## src/rtl/spike_class_decoder_pkg.sv

```systemverilog
// spike_class_decoder_pkg
//   Shared constants for the spike class decoder: class indices, FSM state
//   encoding, default counter/window widths and the registered result type.
package spike_class_decoder_pkg;

  localparam int CNT_W_DEF = 16;
  localparam int WIN_W_DEF = 24;

  // Output neuron / character class indices
  localparam logic [1:0] CLASS_A = 2'd0;
  localparam logic [1:0] CLASS_J = 2'd1;
  localparam logic [1:0] CLASS_N = 2'd2;
  localparam logic [1:0] CLASS_X = 2'd3;

  // FSM state encoding
  localparam logic [1:0] IDLE    = 2'd0;
  localparam logic [1:0] COUNT   = 2'd1;
  localparam logic [1:0] COMPARE = 2'd2;
  localparam logic [1:0] DONE    = 2'd3;

  // Registered classification result, held from DONE until the next result
  typedef struct packed {
    logic [1:0] cls;
    logic       tie;
  } result_t;

endpackage

```

## src/rtl/spike_class_decoder_if.sv

```systemverilog
// spike_class_decoder_if
//   Control/result bus of the spike class decoder.
//   start        : one-cycle measurement request (controller -> decoder)
//   window_len   : measurement length in clk cycles, latched on start
//   busy         : decoder is counting or comparing
//   result_valid : one-cycle pulse when class_out/tie are updated
//   class_out    : winning class index
//   tie          : two or more classes share the maximum count
//   spike_counts : live per-class counts, class 0 in the LSBs
//                  (only when SPIKE_COUNT_OUT_EN is defined)
// Modports: master = controller side, slave = decoder side.
interface spike_class_decoder_if #(
  parameter int NUM_CLASSES = 4,
  parameter int CNT_W       = 16,
  parameter int WIN_W       = 24
);
  logic                         start;
  logic [WIN_W-1:0]             window_len;
  logic                         busy;
  logic                         result_valid;
  logic [$clog2(NUM_CLASSES)-1:0] class_out;
  logic                         tie;
`ifdef SPIKE_COUNT_OUT_EN
  logic [NUM_CLASSES*CNT_W-1:0] spike_counts;

  modport master (output start, window_len,
                  input  busy, result_valid, class_out, tie, spike_counts);
  modport slave  (input  start, window_len,
                  output busy, result_valid, class_out, tie, spike_counts);
`else
  modport master (output start, window_len,
                  input  busy, result_valid, class_out, tie);
  modport slave  (input  start, window_len,
                  output busy, result_valid, class_out, tie);
`endif

endinterface

```

## src/rtl/spike_edge_sync.sv

```systemverilog
// spike_edge_sync
//   Synchronizes one asynchronous spike line into the clk domain and flags
//   its rising edges. The previous-value register runs every cycle, so a
//   line that is already high produces no edge until it falls and rises.
//   clk  : system clock
//   rst  : synchronous, active-high reset (clears all stages)
//   din  : asynchronous spike line
//   rise : one-cycle pulse on a synchronized rising edge
module spike_edge_sync #(
  parameter int SYNC_STAGES = 2
) (
  input  logic clk,
  input  logic rst,
  input  logic din,
  output logic rise
);

  if (SYNC_STAGES < 2) begin : g_bad_stages
    $error("spike_edge_sync: SYNC_STAGES must be >= 2");
  end

  logic [SYNC_STAGES-1:0] sync_q;
  logic                   prev_q;

  always_ff @(posedge clk) begin
    if (rst) begin
      sync_q <= '0;
      prev_q <= 1'b0;
    end else begin
      sync_q <= {sync_q[SYNC_STAGES-2:0], din};
      prev_q <= sync_q[SYNC_STAGES-1];
    end
  end

  assign rise = sync_q[SYNC_STAGES-1] & ~prev_q;

endmodule

```

## src/rtl/spike_class_decoder.sv

```systemverilog
// spike_class_decoder
//   Counts rising edges on each output-neuron spike line over a programmable
//   window, then finds the winning class by a sequential argmax (one class
//   per cycle, lowest index wins ties) and reports it with a one-cycle pulse.
//   clk      : system clock
//   rst      : synchronous, active-high reset
//   spike_in : asynchronous spike lines, one per class
//   ctl      : control/result bus (slave side), see spike_class_decoder_if
// Optional: define SPIKE_COUNT_OUT_EN to drive ctl.spike_counts with the
// live counters.
module spike_class_decoder
  import spike_class_decoder_pkg::*;
#(
  parameter int NUM_CLASSES = 4,
  parameter int CNT_W       = CNT_W_DEF,
  parameter int WIN_W       = WIN_W_DEF,
  parameter int SYNC_STAGES = 2
) (
  input  logic                   clk,
  input  logic                   rst,
  input  logic [NUM_CLASSES-1:0] spike_in,
  spike_class_decoder_if.slave   ctl
);

  // Class encoding is 2 bits wide, so the last compared class is CLASS_X.
  localparam logic [1:0] LAST_IDX = CLASS_X;

  logic [1:0]                        state;
  logic [WIN_W-1:0]                  timer;
  logic [NUM_CLASSES-1:0][CNT_W-1:0] cnt;
  logic [NUM_CLASSES-1:0]            rise;
  logic [1:0]                        cmp_idx;
  logic [CNT_W-1:0]                  max_val;
  logic [1:0]                        max_idx;
  logic                              tie_run;
  result_t                           res_q;
  logic                              valid_q;

  logic                              start_ok;
  logic [WIN_W-1:0]                  win_m1;
  logic [CNT_W-1:0]                  cur_cnt;
  logic [CNT_W-1:0]                  nxt_max;
  logic [1:0]                        nxt_idx;
  logic                              nxt_tie;

  // Per-line synchronizer + edge detector
  for (genvar g = 0; g < NUM_CLASSES; g++) begin : g_lane
    spike_edge_sync #(.SYNC_STAGES(SYNC_STAGES)) u_sync (
      .clk  (clk),
      .rst  (rst),
      .din  (spike_in[g]),
      .rise (rise[g])
    );
  end

  assign start_ok = ctl.start && (state == IDLE || state == DONE);

  // Timer counts down to 0 inclusive, so load N-1; a zero length acts as 1.
  assign win_m1 = (ctl.window_len == '0) ? '0 : ctl.window_len - WIN_W'(1);

  // Sequential argmax step for the class at cmp_idx
  assign cur_cnt = cnt[cmp_idx];
  always_comb begin
    nxt_max = max_val;
    nxt_idx = max_idx;
    nxt_tie = tie_run;
    if (cmp_idx == CLASS_A) begin
      nxt_max = cur_cnt;
      nxt_idx = CLASS_A;
      nxt_tie = 1'b0;
    end else if (cur_cnt > max_val) begin
      nxt_max = cur_cnt;
      nxt_idx = cmp_idx;
      nxt_tie = 1'b0;
    end else if (cur_cnt == max_val) begin
      nxt_tie = 1'b1;
    end
  end

  // Saturating per-class counters; the clear on start wins over an edge
  // arriving in the same cycle.
  for (genvar g = 0; g < NUM_CLASSES; g++) begin : g_cnt
    always_ff @(posedge clk) begin
      if (rst || start_ok)
        cnt[g] <= '0;
      else if (state == COUNT && rise[g] && cnt[g] != {CNT_W{1'b1}})
        cnt[g] <= cnt[g] + CNT_W'(1);
    end
  end

  always_ff @(posedge clk) begin
    if (rst) begin
      state   <= IDLE;
      timer   <= '0;
      cmp_idx <= '0;
      max_val <= '0;
      max_idx <= '0;
      tie_run <= 1'b0;
      res_q   <= '0;
      valid_q <= 1'b0;
    end else begin
      valid_q <= 1'b0;
      if (start_ok) begin
        state <= COUNT;
        timer <= win_m1;
      end else begin
        case (state)
          COUNT: begin
            if (timer == '0) begin
              state   <= COMPARE;
              cmp_idx <= CLASS_A;
            end else begin
              timer <= timer - WIN_W'(1);
            end
          end
          COMPARE: begin
            max_val <= nxt_max;
            max_idx <= nxt_idx;
            tie_run <= nxt_tie;
            cmp_idx <= cmp_idx + 2'd1;
            if (cmp_idx == LAST_IDX) begin
              state     <= DONE;
              res_q.cls <= nxt_idx;
              res_q.tie <= nxt_tie;
              valid_q   <= 1'b1;
            end
          end
          default: ;
        endcase
      end
    end
  end

  assign ctl.busy         = (state == COUNT) || (state == COMPARE);
  assign ctl.result_valid = valid_q;
  assign ctl.class_out    = res_q.cls;
  assign ctl.tie          = res_q.tie;

`ifdef SPIKE_COUNT_OUT_EN
  assign ctl.spike_counts = cnt;
`else
  // Counters are only observable through class_out and tie.
`endif

endmodule

```

## src/flat_wrapper.sv

```systemverilog
// flat-port wrapper written by rule: the top's interface ports become plain ports
module spike_class_decoder_flat import spike_class_decoder_pkg::*;
#(
  parameter int NUM_CLASSES = 4,
  parameter int CNT_W       = CNT_W_DEF,
  parameter int WIN_W       = WIN_W_DEF,
  parameter int SYNC_STAGES = 2
)
  (clk, rst, spike_in, ctl_start, ctl_window_len, ctl_busy, ctl_result_valid, ctl_class_out, ctl_tie);
  spike_class_decoder_if #(.NUM_CLASSES(NUM_CLASSES), .CNT_W(CNT_W), .WIN_W(WIN_W)) ctl_i ();
  input  logic clk;
  input  logic rst;
  input  logic [NUM_CLASSES-1:0] spike_in;
  input wire logic [$bits(ctl_i.start)-1:0] ctl_start;
  input wire logic [$bits(ctl_i.window_len)-1:0] ctl_window_len;
  output wire logic [$bits(ctl_i.busy)-1:0] ctl_busy;
  output wire logic [$bits(ctl_i.result_valid)-1:0] ctl_result_valid;
  output wire logic [$bits(ctl_i.class_out)-1:0] ctl_class_out;
  output wire logic [$bits(ctl_i.tie)-1:0] ctl_tie;
  assign ctl_i.start = ctl_start;
  assign ctl_i.window_len = ctl_window_len;
  assign ctl_busy = ctl_i.busy;
  assign ctl_result_valid = ctl_i.result_valid;
  assign ctl_class_out = ctl_i.class_out;
  assign ctl_tie = ctl_i.tie;
  spike_class_decoder #(.NUM_CLASSES(NUM_CLASSES), .CNT_W(CNT_W), .WIN_W(WIN_W), .SYNC_STAGES(SYNC_STAGES)) u_core (.clk(clk), .rst(rst), .spike_in(spike_in), .ctl(ctl_i));
endmodule
```

## config.mk

```make
export PLATFORM = sky130hd
export DESIGN_NAME = spike_class_decoder_flat
export DESIGN_NICKNAME = d
export VERILOG_FILES = /design/src/rtl/spike_class_decoder_pkg.sv /design/src/rtl/spike_class_decoder_if.sv /design/src/rtl/spike_edge_sync.sv /design/src/rtl/spike_class_decoder.sv /design/src/flat_wrapper.sv
export SDC_FILE = /design/constraint.sdc
export NUM_CORES = 1
export LEC_CHECK = 0
export CORE_ASPECT_RATIO = 0.6
export CORE_MARGIN = 2
export CORE_UTILIZATION = 30
export DETAILED_ROUTE_END_ITERATION = 8
export GPL_ROUTABILITY_DRIVEN = 1
export HOLD_SLACK_MARGIN = 0.15
export PLACE_DENSITY_LB_ADDON = 0.3
export SETUP_SLACK_MARGIN = 0.02
export SLEW_MARGIN = 5
export SYNTH_ARGS = -nofsm -noshare
export SYNTH_HDL_FRONTEND = slang
export SYNTH_SLANG_ARGS = --single-unit
```

## constraint.sdc

```tcl
create_clock -name clk -period 4.2 [get_ports clk]
set_clock_uncertainty 0.2 [all_clocks]
set_input_delay 1.26 -clock clk [delete_from_list [all_inputs] [get_ports clk]]
set_output_delay 1.26 -clock clk [all_outputs]
set_load 0.03 [all_outputs]
```

# Word level (Yosys, flattened, before mapping)
# Cells that the tools add are included.
# word_totals
ff_bits	127
in_bits	31
word_cells	104
# classes
add_sub_neg	7
magnitude_cmp	2
n_eq_ne	14
mux	20
bitwise_logic	10
reduce_logical	29
# ops
op	n
$mux W24	4
$add A16 B1 Y16 const B	4
$ne A16 B16 Y1 const B	4
$logic_not A24 Y1	2
$mux W16	3
$sub A24 B1 Y24 const B	2
$bmux W16 S2	1
$eq A16 B16 Y1	1
$gt A16 B16 Y1	1
$reduce_and A3 Y1	5
$mux W2	5
$logic_and A1 B1 Y1	9
$pmux W2 S2	2
$eq A2 B2 Y1 const B	3
$not A1 Y1	6
$reduce_bool A2 Y1	3
$mux W1	5
$and A1 B1 Y1	4
$logic_not A2 Y1	2
$ne A2 B1 Y1 const B	2
$reduce_and A2 Y1	2
$logic_or A1 B1 Y1	3
$lt A2 B3 Y1 const B	1
$ne A3 B1 Y1 const B	1
7 further kinds	7

# Longest topological paths before layout
# depth
word_depth	6
mapped_depth	12
depth_no_buf	9

# Hierarchy
# Synthesis repeated with hierarchy kept, for this count alone.
# unflattened
hier_cells	827
hier_area_um2	7109.3
# by_module_without_submodules
module	instances	cells_per_inst	area_per_inst_um2	seq_area_each_um2
spike_class_decoder	1	799	6759.0	2302.2
spike_edge_sync	4	7	87.6	60.1

# Worst setup path after synthesis
# Ideal clock, no wire load.
# synth_timing
kind	register to register
start	register u_core.cmp_idx[1]
end	register u_core.max_val[6]
t_arrival_ps	3557
required_time_ps	3872
path_slack_ps	316
stages_incl_launch_ff	12
path_buffers	3
path_cell_list	dfxtp_1 clkbuf_1 clkbuf_1 mux4_2 ha_1 nand4_1 nor4_1 a211o_1 a31oi_2 buf_2 mux2i_1 nor2_1
# synth_between
elab_chain_len	5
elab_cells_between_ends	8
cone_classes	order compare (1); mux (4); reduce/logical (3)
# synth_rtl
element	line	rtl
from (decl)	spike_class_decoder.sv:32	logic [1:0] cmp_idx;
from (signal assigned)	spike_class_decoder.sv:120	cmp_idx <= cmp_idx + 2'd1;
$bmux W16 S2	spike_class_decoder.sv:62	assign cur_cnt = cnt[cmp_idx];
$mux W16 (not written as such)	spike_class_decoder.sv:62	
via u_core.cur_cnt[2]	spike_class_decoder.sv:41	logic [CNT_W-1:0] cur_cnt;
$gt A16 B16 Y1	spike_class_decoder.sv:71	end else if (cur_cnt > max_val) begin
$reduce_bool A2 Y1 (no source line)	-	
$reduce_and A3 Y1 (no source line)	-	
to (signal assigned)	spike_class_decoder.sv:117	max_val <= nxt_max;
to (decl)	spike_class_decoder.sv:33	logic [CNT_W-1:0] max_val;
# The timed path passes the listed nets, and every way through them passes these cells. The select of a mux whose other input is x is not followed.
# A chain may end at the register's enable or synchronous reset.

# Final worst setup path
# layout_timing
start	input ctl_window_len[12]
end	register u_core.timer[12]
# layout_between
elab_chain_len	3
elab_cells_between_ends	4
cone_classes	add/sub (1); mux (2); reduce/logical (1)
# layout_rtl
element	line	rtl
from (decl)	flat_wrapper.sv:15	input wire logic [$bits(ctl_i.window_len)-1:0] ctl_window_len;
$sub A24 B1 Y24 / $logic_not A24 Y1 (equally long branches)	spike_class_decoder.sv:59	assign win_m1 = (ctl.window_len == '0) ? '0 : ctl.window_len - WIN_W'(1);
$mux W24 *	spike_class_decoder.sv:59	
$mux W24 *	spike_class_decoder.sv:103	if (start_ok) begin
to (signal assigned)	spike_class_decoder.sv:105	timer <= win_m1;
to (signal assigned)	spike_class_decoder.sv:113	timer <= timer - WIN_W'(1);
to (decl)	spike_class_decoder.sv:29	logic [WIN_W-1:0] timer;
# Every way passes the cells marked *; elsewhere a longest branch is shown, timed or not.

==> impl_metrics.tcl <==
set metrics [dict create \
    post-cts-setup-buffers 0 \
    netlist.area_leader.share_pct 36.3 \
    ctsHoldBuffers 0 \
    h-tree-depth 4 \
    rr_startpoint "u_core.cmp_idx[0]" \
    dp_hpwl_mm 13.9 \
    endpoint_kind "register" \
    cts_tree "built" \
    final_nets 897 \
    r2r_end "u_core.max_idx[1]" \
    synthFlopType "dfxtp_1" \
    synth_area_leaders "dfxtp_1 (36%), xor2_1 (6.6%), nor2_1 (6.5%), mux4_2 (5.1%), ha_1 (4.6%)" \
    hold_end "u_core.g_lane[3].u_sync.sync_q[1]" \
    cts_root_buffer "clkbuf_16" \
    ir_drop_mv 0.260 \
    period_needed_ps 3660 \
    p_per_area_nw_per_um2 488 \
    crit_type "in2reg" \
    synth-edff-count 0 \
    pre_cts_slack_ps 135 \
    row_count 43 \
    async_flop_share_pct 0 \
    gr-total-overflow 0 \
    die_y_um 122 \
    hold_path_startpoint "u_core.g_lane[3].u_sync.sync_q[0]" \
    grt_use_total_pct 15.2 \
    fmax_mhz 273 \
    status "finished, final reports clean" \
    antenna_found_initial 0 \
    firstDrtPassIters 5 \
    start_util_pct 30.4 \
    antenna_cells 0 \
    syn_nets 854 \
    hold_path_class "reg2reg" \
    worstRegToRegCells 9 \
    drv_cap 0 \
    io-pin-count 36 \
    numCtsBuffers 17 \
    design_area_um2 8290 \
    cp_max_fo 7 \
    cts_num_sinks 127 \
    drt_iter0_markers 624 \
    slew_headroom_pct 30.2 \
    io_buffers 35 \
    grt_max_degree 45 \
    die_w_um 201 \
    areaGrowthSynthToFinish_pct 18.3 \
    core_area_um2 23000 \
    setup_viol 0 \
    vias 5846 \
    ctsResizeCount 0 \
    drv_slew 0 \
    min_path_cells 1 \
    hold_ws_ps 234 \
    grt_pass1_wl_mm 28.8 \
    post_drt_wl_per_cell_um 15.7 \
    setup_slack_ps 538 \
    dpl-instance-area_um2 7750 \
    clk_pin_slew_ps 60 \
    period_share_pct 87.2 \
    fin_setup_tns_ps 0 \
    vias_per_cell 5.01 \
    clockBufferDepth 2 \
    place.gp.congestion 0.861 \
    critPathLaunchType "input pin" \
    yosysSeqAreaShare_pct 36.3 \
    ant_nets 0 \
    hold_violations 0 \
    syn_area_um2 7010 \
    die_area_um2 24600 \
    rsz0062_at_grt "no" \
    yosys_warnings 0 \
    required_ps 4290 \
    crit_arrival_ps 3760 \
    yosys.area.top_type "dfxtp_1" \
    syn_area_per_cell_um2 8.79 \
    ys_ff_latch 127 \
    synthesis.instances 797 \
    worstMarginPinSlew_ps 1030 \
    p_leak_nw 2.88 \
    drive_gt1_share_pct 10.4 \
    drcViolationCount 0 \
    grt_pass1_vias 5147 \
    drt_wl_total_mm 18.4 \
    ff2ff_setup_slack_ps 780 \
    synth.distinct_cells 73 \
    clock_latency_ps 420 \
    p_total_mw 4.04 \
]
cell usage after synthesis (all sizes together), types with 7 or more instances:
library cell and number:
a211oi 7, a21oi 21, a31oi 7, and3 11, and4 10, buf 9, clkbuf 21, dfxtp 127
ha 26, inv 34, mux2i 26, mux4 16, nand2 45, nand3 41, nand4 29, nor2 123
nor2b 17, nor3 29, nor4 13, o21ai 14, o22ai 10, or3 13, xnor2 28, xor2 53
cells by family (layout without fill, tap and decap cells):
logic type | count (synthesis) | after routing | share of synthesized area (%)
AO/OA/AOI/OAI | 95 | 95 | 9.52
XOR/XNOR | 81 | 81 | 10.1
adder cells (fa/ha/maj) | 26 | 26 | 4.64
buffers and inverters | 65 | 121 | 3.89
flip-flops | 127 | 127 | 36.3
multiplexers | 44 | 44 | 9.18
AND/OR/NAND/NOR | 359 | 359 | 26.3
critical path, stage by stage:
cell and delay (ps):
clkdlybuf4s50_1 420, or4_4 570, or3_4 340, or3_1 490, buf_4 200, o21ai_2 200, buf_4 190, o22ai_1 90
placed cells by master (no fill, tap or decap), types with 21 or more instances in the layout:
master / n
mux2i_1: 26
nand3_1: 40
dfxtp_1: 127
a21oi_1: 21
nand4_1: 29
nor3_1: 27
ha_1: 26
clkdlybuf4s50_1: 34
xor2_1: 53
nor2_1: 121
inv_1: 34
xnor2_1: 28
nand2_1: 44
flip-flops by register name, summed over array words and instances, names as in the netlist, 2 cells and up:
signal,cells
u_core.cnt,64
u_core.timer,24
u_core.max_val,16
u_core.g_lane.u_sync.sync_q,8
u_core.g_lane.u_sync.prev_q,4
u_core.cmp_idx,2
u_core.ctl.class_out,2
u_core.max_idx,2
u_core.state,2
metal layers:
metal	share of wire, %	GRT usage [%]	vias to the layer above
met1	57	25.0	2718
met2	34	18.1	170
met5	0	0	-
met3	8.0	4.12	13
met4	0.87	4.50	0
li1	-	-	2945
stage by stage:
| stage | std cells | util (%) |
|---|---|---|
| 2_1_floorplan | 797 | - |
| 3_3_place_gp | 1136 | 33.7 |
| 3_5_place_dp | 1136 | 33.7 |
| 4_1_cts | 1168 | 36.0 |
| 5_1_grt | 1168 | 36.0 |
| 6_report | 1168 | 36.0 |
report_power, final:
group / switching, mW / internal (mW) / leakage [nW]
registers: 0.112 / 1.31 / 1.03
logic: 0.801 / 0.456 / 1.59
clock network: 0.545 / 0.819 / 0.261
total: 1.46 / 2.58 / 2.88
cell type report:
| cell class | count | area (um2) |
|---|---|---|
| multi-input combinational | 605 | 4190 |
| clock inverter | 12 | 95.1 |
| clock buffer | 20 | 447 |
| inverter | 35 | 131 |
| fill | 2391 | 14700 |
| tap | 315 | 394 |
| sequential | 127 | 2540 |
| timing repair buffer | 54 | 488 |
worst max path at each step:
| stage | startpoint | to | slack [ps] | cells after the start |
|---|---|---|---|---|
| floorplan | u_core.cmp_idx[1] | u_core.max_val[6] | 320 | 11 |
| global placement | ctl_window_len[20] | u_core.timer[9] | 140 | 7 |
| detailed placement | ctl_window_len[12] | u_core.timer[12] | 140 | 8 |
| CTS | ctl_window_len[20] | u_core.timer[9] | 570 | 7 |
| global route | ctl_window_len[20] | u_core.timer[9] | 360 | 7 |
| finish | ctl_window_len[12] | u_core.timer[12] | 540 | 8 |
Power figures use the tool's default switching activity.
==> RTL edit 1: new RTL, same settings <==
Add an input register stage for `spike_in`, without a reset; this delays it by one clock. The other inputs are not delayed to match.
--- a/src/rtl/spike_class_decoder.sv
+++ b/src/rtl/spike_class_decoder.sv
@@ -25,6 +25,12 @@
   // Class encoding is 2 bits wide, so the last compared class is CLASS_X.
   localparam logic [1:0] LAST_IDX = CLASS_X;
 
+  logic [NUM_CLASSES-1:0] spike_q;
+
+  always_ff @(posedge clk) begin
+    spike_q <= spike_in;
+  end
+
   logic [1:0]                        state;
   logic [WIN_W-1:0]                  timer;
   logic [NUM_CLASSES-1:0][CNT_W-1:0] cnt;
@@ -48,7 +54,7 @@
     spike_edge_sync #(.SYNC_STAGES(SYNC_STAGES)) u_sync (
       .clk  (clk),
       .rst  (rst),
-      .din  (spike_in[g]),
+      .din  (spike_q[g]),
       .rise (rise[g])
     );
   end
Check against the original RTL: not equivalent (Yosys sat finds a counterexample within 10 cycles, from zero or initial values and one cycle with rst high).
==> RTL edit 1 against the original RTL <==
  * Setup slack lost 0.19 ns
  * Highest routed layer unchanged
  * Area after synthesis rose by 1.6%
  * Power grew 5.2%
  * Critical path type is now flop to flop
  * Worst hold slack gained 0.0016 ns
  * Register-to-register slack got worse by 0.44 ns
  * Final area grew 1.8%
  * Wire length rose by 6.0%
  * Critical endpoint is now u_core.max_val[13]
  * Sequential power grew 3%
  * Sequential cell count grew 4
  * Fmax down 5.0%
  * Largest power group is now clock
==> RTL edit 1: results (changes against the original RTL) <==
Run status
  • Result of the run: completed

Synthesis
  • Number of distinct standard cells referenced by the synthesized netlist: 73 (unchanged)
  • Fraction of registers with async set/reset: 0 (unchanged)
  • Synth warnings: 0 (unchanged)
  • Post-synthesis net count: 875 (+2.5%)
  • Syn avg cell area: 8.70 sq um (-1.0%)
  • Synthesized-area fraction occupied by adder cells: 0.0457 (-0.000727)
  • Share of synthesized area spent on multiplexers: 0.0619 (-0.0299)
  • Share of the synthesized area in compound gates (AO/OA/AOI/OAI): 0.130 (+0.0344)
  • Post-synthesis xor/xnor area fraction: 0.0972 (-0.00405)
  • Commonest register cell after synthesis: dfxtp_1
  • Top area cells in the synthesized netlist: dfxtp_1, xor2_1, mux4_2
  • Most instantiated cells after synthesis: dfxtp_1, nor2_1, nand2_1
  • Post-synthesis sequential area ratio: 0.368 (+0.00557)

Setup path
  • Reg-to-Reg End: u_core.max_val[13]
  • Number of cells on the worst reg-to-reg path: 8 (-1)
  • Launching element type of the critical path: flop
  • Highest net fanout along the worst path: 16 (+9)
  • Critical register-to-register path startpoint: u_core.cmp_idx[0]
  • Setup slack of the most critical reg-to-reg path: 0.34 ns (-0.44 ns)
  • Nature of the critical path endpoint: flop
  • Worst endpoint data arrival time: 4.00 ns (+0.24 ns)
  • Worst setup endpoint: u_core.max_val[13]

Clock network
  • Number of setup buffers added after CTS: 0 (unchanged)
  • Cts bufs inserted: 17 (unchanged)
  • Quantity of gates resized following cts: 0 (unchanged)
  • Clock latency on the worst-skew pair: approximately 0.43 ns
  • Count of H-tree levels built during CTS: 4 (unchanged)
  • CTS Root Buffer Type: clkbuf_16
  • Clock Tree Buf Depth: 2 (unchanged)

Placement
  • Number of cells after detailed placement: 1146 (+0.88%)
  • # port buffers: 35 (unchanged)
  • Weighted congestion reported at the end of routability-driven placement: 0.816 (-5.1%)
  • Detailed placer's ending HPWL: 14300 um (+3.0%)

Route
  • Number of search-and-repair iterations in the first detailed-routing pass: 5 (unchanged)
  • Number of DRC markers after the initial detailed-route iteration: 577 (-7.5%)
  • Wire length reported by the detailed router: 19500 um (+6.0%)
  • WL per Instance: 16.5 um (+5.1%)
  • Via total after detailed routing: 6196 (+6.0%)

Cells and area
  • Diodes inserted: 0 (unchanged)
  • Nets: 907 (+1.1%)
  • Proportion of layout cells with a drive suffix above 1: 0.0962 (-0.00816)
  • Fillcell total: 2317 (-3.1%)
  • Flip-flop count of the largest register, all copies and words added: 64 (unchanged)

Global route
  • Via count of the first global-routing pass: 5514 (+7.1%)
  • First-pass GRT wire length: 30800 um (+6.8%)
  • Total Routing Usage GR: 0.160 (+0.00799)
  • Maximum number of pins on one net before global-route repair: 41 (-8.9%)

Timing
  • Slew of the pin with the lowest slew margin: 1.04 ns (+0.00219 ns)
  • Number of slew-limit violations in the final report: 0 (unchanged)

Hold path
  • Worst hold path class: flop to flop

Power
  • Worst vdd rail ir drop: 272 uV (+4.4%)
  • Cell leakage power: 2.83 nW (-1.9%)
-- RTL edit 1: how the worst min path moves through the flow --
stage	start	end	slack, ns	cells after the start
after detailed placement	u_core.spike_q[0]	u_core.g_lane[0].u_sync.sync_q[0]	0.22	1
after global routing	u_core.spike_q[1]	u_core.g_lane[1].u_sync.sync_q[0]	0.26	1
final	u_core.g_lane[0].u_sync.sync_q[0]	u_core.g_lane[0].u_sync.sync_q[1]	0.24	1
after CTS	u_core.g_lane[0].u_sync.sync_q[0]	u_core.g_lane[0].u_sync.sync_q[1]	0.24	1
after floorplan	u_core.spike_q[0]	u_core.g_lane[0].u_sync.sync_q[0]	0.21	1
after global placement	u_core.g_lane[1].u_sync.sync_q[0]	u_core.g_lane[1].u_sync.sync_q[1]	0.22	1
-- RTL edit 1: power breakdown --
part	switching (mW)	internal [mW]	total, mW	leakage, nW
registers	0.118	1.34	1.46	1.06
clock network	0.614	0.938	1.55	0.282
logic	0.823	0.419	1.24	1.48
total	1.55	2.70	4.25	2.83
-- RTL edit 1: metal layers --
| layer | vias up | track usage | wire length [um] |
|---|---|---|---|
| met5 | - | 0 | 0 |
| met4 | 0 | 0.0401 | 184 |
| met3 | 17 | 0.0551 | 1800 |
| met2 | 201 | 0.189 | 6650 |
| met1 | 2931 | 0.260 | 10800 |
| li1 | 3047 | - | - |
-- RTL edit 1: area by class of cell --
type | instances | area (sq um) | area share
repair buffers | 49 | 475 | 0.0563
inverters | 33 | 124 | 0.0147
well taps | 315 | 394 | 0.0467
clock inverters | 15 | 181 | 0.0215
clock buffers | 17 | 425 | 0.0504
flip-flops and latches | 131 | 2620 | 0.311
multi-input cells | 618 | 4220 | 0.500
-- RTL edit 1: worst max-delay path, stage by stage (launching register included) --
cell and delay (ns):
dfxtp_1 0.53, mux4_2 0.63, ha_1 0.34, a211oi_1 0.23, nor2_1 0.10, or3_1 0.42
o31ai_2 0.88, o21ai_0 0.25, a21oi_1 0.20
-- RTL edit 1: cells by family (layout without fill, tap and decap cells) --
kind of cell,Yosys count,count (layout)
and+or+nand+nor,346,346
AOI/OAI and AO/OA,143,143
DFF,131,131
xor gates and xnor gates,79,79
buffers and inverters,69,114
adders and majority gates,26,26
muxes,24,24
-- RTL edit 1: per-stage QoR --
step                setup slack (ns)  utilization  hold WS, ns  area (sq um)
detailed placement             0.411        0.338        0.223          7830
CTS                            0.363        0.364        0.239          8440
floorplan                      0.791            -        0.214          7120
finish                         0.344        0.364        0.236          8440
global placement               0.423        0.338        0.217          7830
global route                   0.159        0.364        0.258          8440
==> RTL edit 2: new RTL, same flow settings <==
Made on the original files. `SYNC_STAGES` is set to 2 in 3 places; all go to 4.
--- a/src/rtl/spike_edge_sync.sv
+++ b/src/rtl/spike_edge_sync.sv
@@ -7,7 +7,7 @@
 //   din  : asynchronous spike line
 //   rise : one-cycle pulse on a synchronized rising edge
 module spike_edge_sync #(
-  parameter int SYNC_STAGES = 2
+  parameter int SYNC_STAGES = 4
 ) (
   input  logic clk,
   input  logic rst,
--- a/src/rtl/spike_class_decoder.sv
+++ b/src/rtl/spike_class_decoder.sv
@@ -14,7 +14,7 @@
   parameter int NUM_CLASSES = 4,
   parameter int CNT_W       = CNT_W_DEF,
   parameter int WIN_W       = WIN_W_DEF,
-  parameter int SYNC_STAGES = 2
+  parameter int SYNC_STAGES = 4
 ) (
   input  logic                   clk,
   input  logic                   rst,
--- a/src/flat_wrapper.sv
+++ b/src/flat_wrapper.sv
@@ -4,7 +4,7 @@
   parameter int NUM_CLASSES = 4,
   parameter int CNT_W       = CNT_W_DEF,
   parameter int WIN_W       = WIN_W_DEF,
-  parameter int SYNC_STAGES = 2
+  parameter int SYNC_STAGES = 4
 )
   (clk, rst, spike_in, ctl_start, ctl_window_len, ctl_busy, ctl_result_valid, ctl_class_out, ctl_tie);
   spike_class_decoder_if #(.NUM_CLASSES(NUM_CLASSES), .CNT_W(CNT_W), .WIN_W(WIN_W)) ctl_i ();
Formal check against the unedited RTL: not equivalent (Yosys sat finds a counterexample within 10 cycles, from zero or initial values and one cycle with rst high).
==> RTL edit 2 against the original RTL <==
  * Synthesized cell count grew 7.8%
  * Sequential cell count grew 8
  * Largest cell class unchanged
  * Critical path type is now flop to flop
  * Power grew 6.0%
  * Setup slack lost 0.068 ns
  * Sequential power grew 6%
  * Largest power group is now clock
  * Via count grew 8.1%
  * Core utilization shrank 0.26 points
  * Area after synthesis grew 4.7%
  * Wire length grew 4.7%
  * Fmax shrank 1.8%
  * Critical path depth grew 1
  * Global-route usage grew 0.49 points
  * Final area grew 4.0%
  * Final cell count grew 4.5%
==> RTL edit 2: results (changes against the original RTL) <==
Run status
  • Result of the run: completed

Timing
  • Slew of the pin with the lowest slew margin: 1.20 ns (+0.161 ns)
  • Worst Hold Margin: 0.231 ns (-0.00266 ns)

Route
  • Average vias per placed instance: 5.17 (+3.4%)
  • Number of DRC markers after the initial detailed-route iteration: 535 (-14%)
  • Number of search-and-repair iterations in the first detailed-routing pass: 6 (+1)

Hold path
  • Startpoint of the worst hold path: u_core.g_lane[2].u_sync.sync_q[2]
  • Capture endpoint of the worst hold path: u_core.g_lane[2].u_sync.sync_q[3]

Setup path
  • Start point of the critical path: u_core.cmp_idx[1]
  • Setup slack of the most critical reg-to-reg path: 0.47 ns (-0.31 ns)
  • Reg-to-Reg End: u_core.max_val[8]
  • Worst endpoint data arrival time: 3.87 ns (+0.11 ns)
  • Highest net fanout along the worst path: 20 (+13)
  • Slowest stage cell, crit path: nor2_1

Cells and area
  • Diodes inserted: 1 (+1)
  • Total number of multi-input combinational cells: 649 (+7.3%)
  • Final non-clock buffer share: 0.0520 (-0.00688)
  • Clock buffer instance count of the final layout: 24 (+20%)
  • Fillcell total: 2474 (+3.5%)
  • Non-clock buffer count: 47 (-13%)
  • Share of cell area taken by multi-input logic gates: 0.503 (-0.00240)
  • Top flop regs: u_core.cnt (64), u_core.timer (24)
  • Clock network area share: 0.0688 (+0.00347)

Global route
  • Via count of the first global-routing pass: 5759 (+12%)
  • First-pass GRT wire length: 31700 um (+10%)
  • Total Routing Usage GR: 0.157 (+0.00491)
  • Maximum number of pins on one net before global-route repair: 39 (-13%)

Synthesis
  • Number of distinct standard cells referenced by the synthesized netlist: 72 (-1.4%)
  • Post-synthesis net count: 916 (+7.3%)
  • Post-synthesis sequential area ratio: 0.369 (+0.00562)
  • Synthesized-area fraction occupied by adder cells: 0.0444 (-0.00208)
  • Register bit total from synthesis: 135 (+6.3%)

Placement
  • Worst Setup Slack post-DPL: 0.369 ns (+0.234 ns)
  • Detailed placer's ending HPWL: 14100 um (+2.1%)
  • Cell area reported after detailed placement: 8020 sq um (+3.5%)
  • Weighted congestion reported at the end of routability-driven placement: 0.864 (+0.42%)
  • Number of cells after detailed placement: 1188 (+4.6%)

Floorplan
  • Total number of tap cells: 322 (+2.2%)

Power
  • Cell internal pwr: 2.78 mW (+7.4%)
  • Cell leakage power: 2.90 nW (+0.53%)
-- RTL edit 2: power groups by stage --
stage | registers, mW | clock network (mW) | logic [mW]
after global placement | 1.54 | 0 | 1.22
after floorplan | 1.50 | 0 | 0.882
after global routing | 1.53 | 1.62 | 1.37
after CTS | 1.51 | 1.56 | 1.22
after detailed placement | 1.54 | 0 | 1.22
final | 1.51 | 1.53 | 1.25
-- RTL edit 2: worst max path at each step --
stage	cells past startpoint	end	slack (ns)
floorplan	10	u_core.max_idx[0]	1.01
global placement	9	u_core.timer[8]	0.42
detailed placement	9	u_core.timer[8]	0.37
CTS	9	u_core.max_val[8]	0.49
global route	9	u_core.max_val[15]	0.17
finish	9	u_core.max_val[8]	0.47
-- RTL edit 2: layer usage --
layer	part of all wire	global-route usage
met1	0.56	0.265
met4	0.0087	0.0374
met5	0	0
met3	0.081	0.0469
met2	0.35	0.181
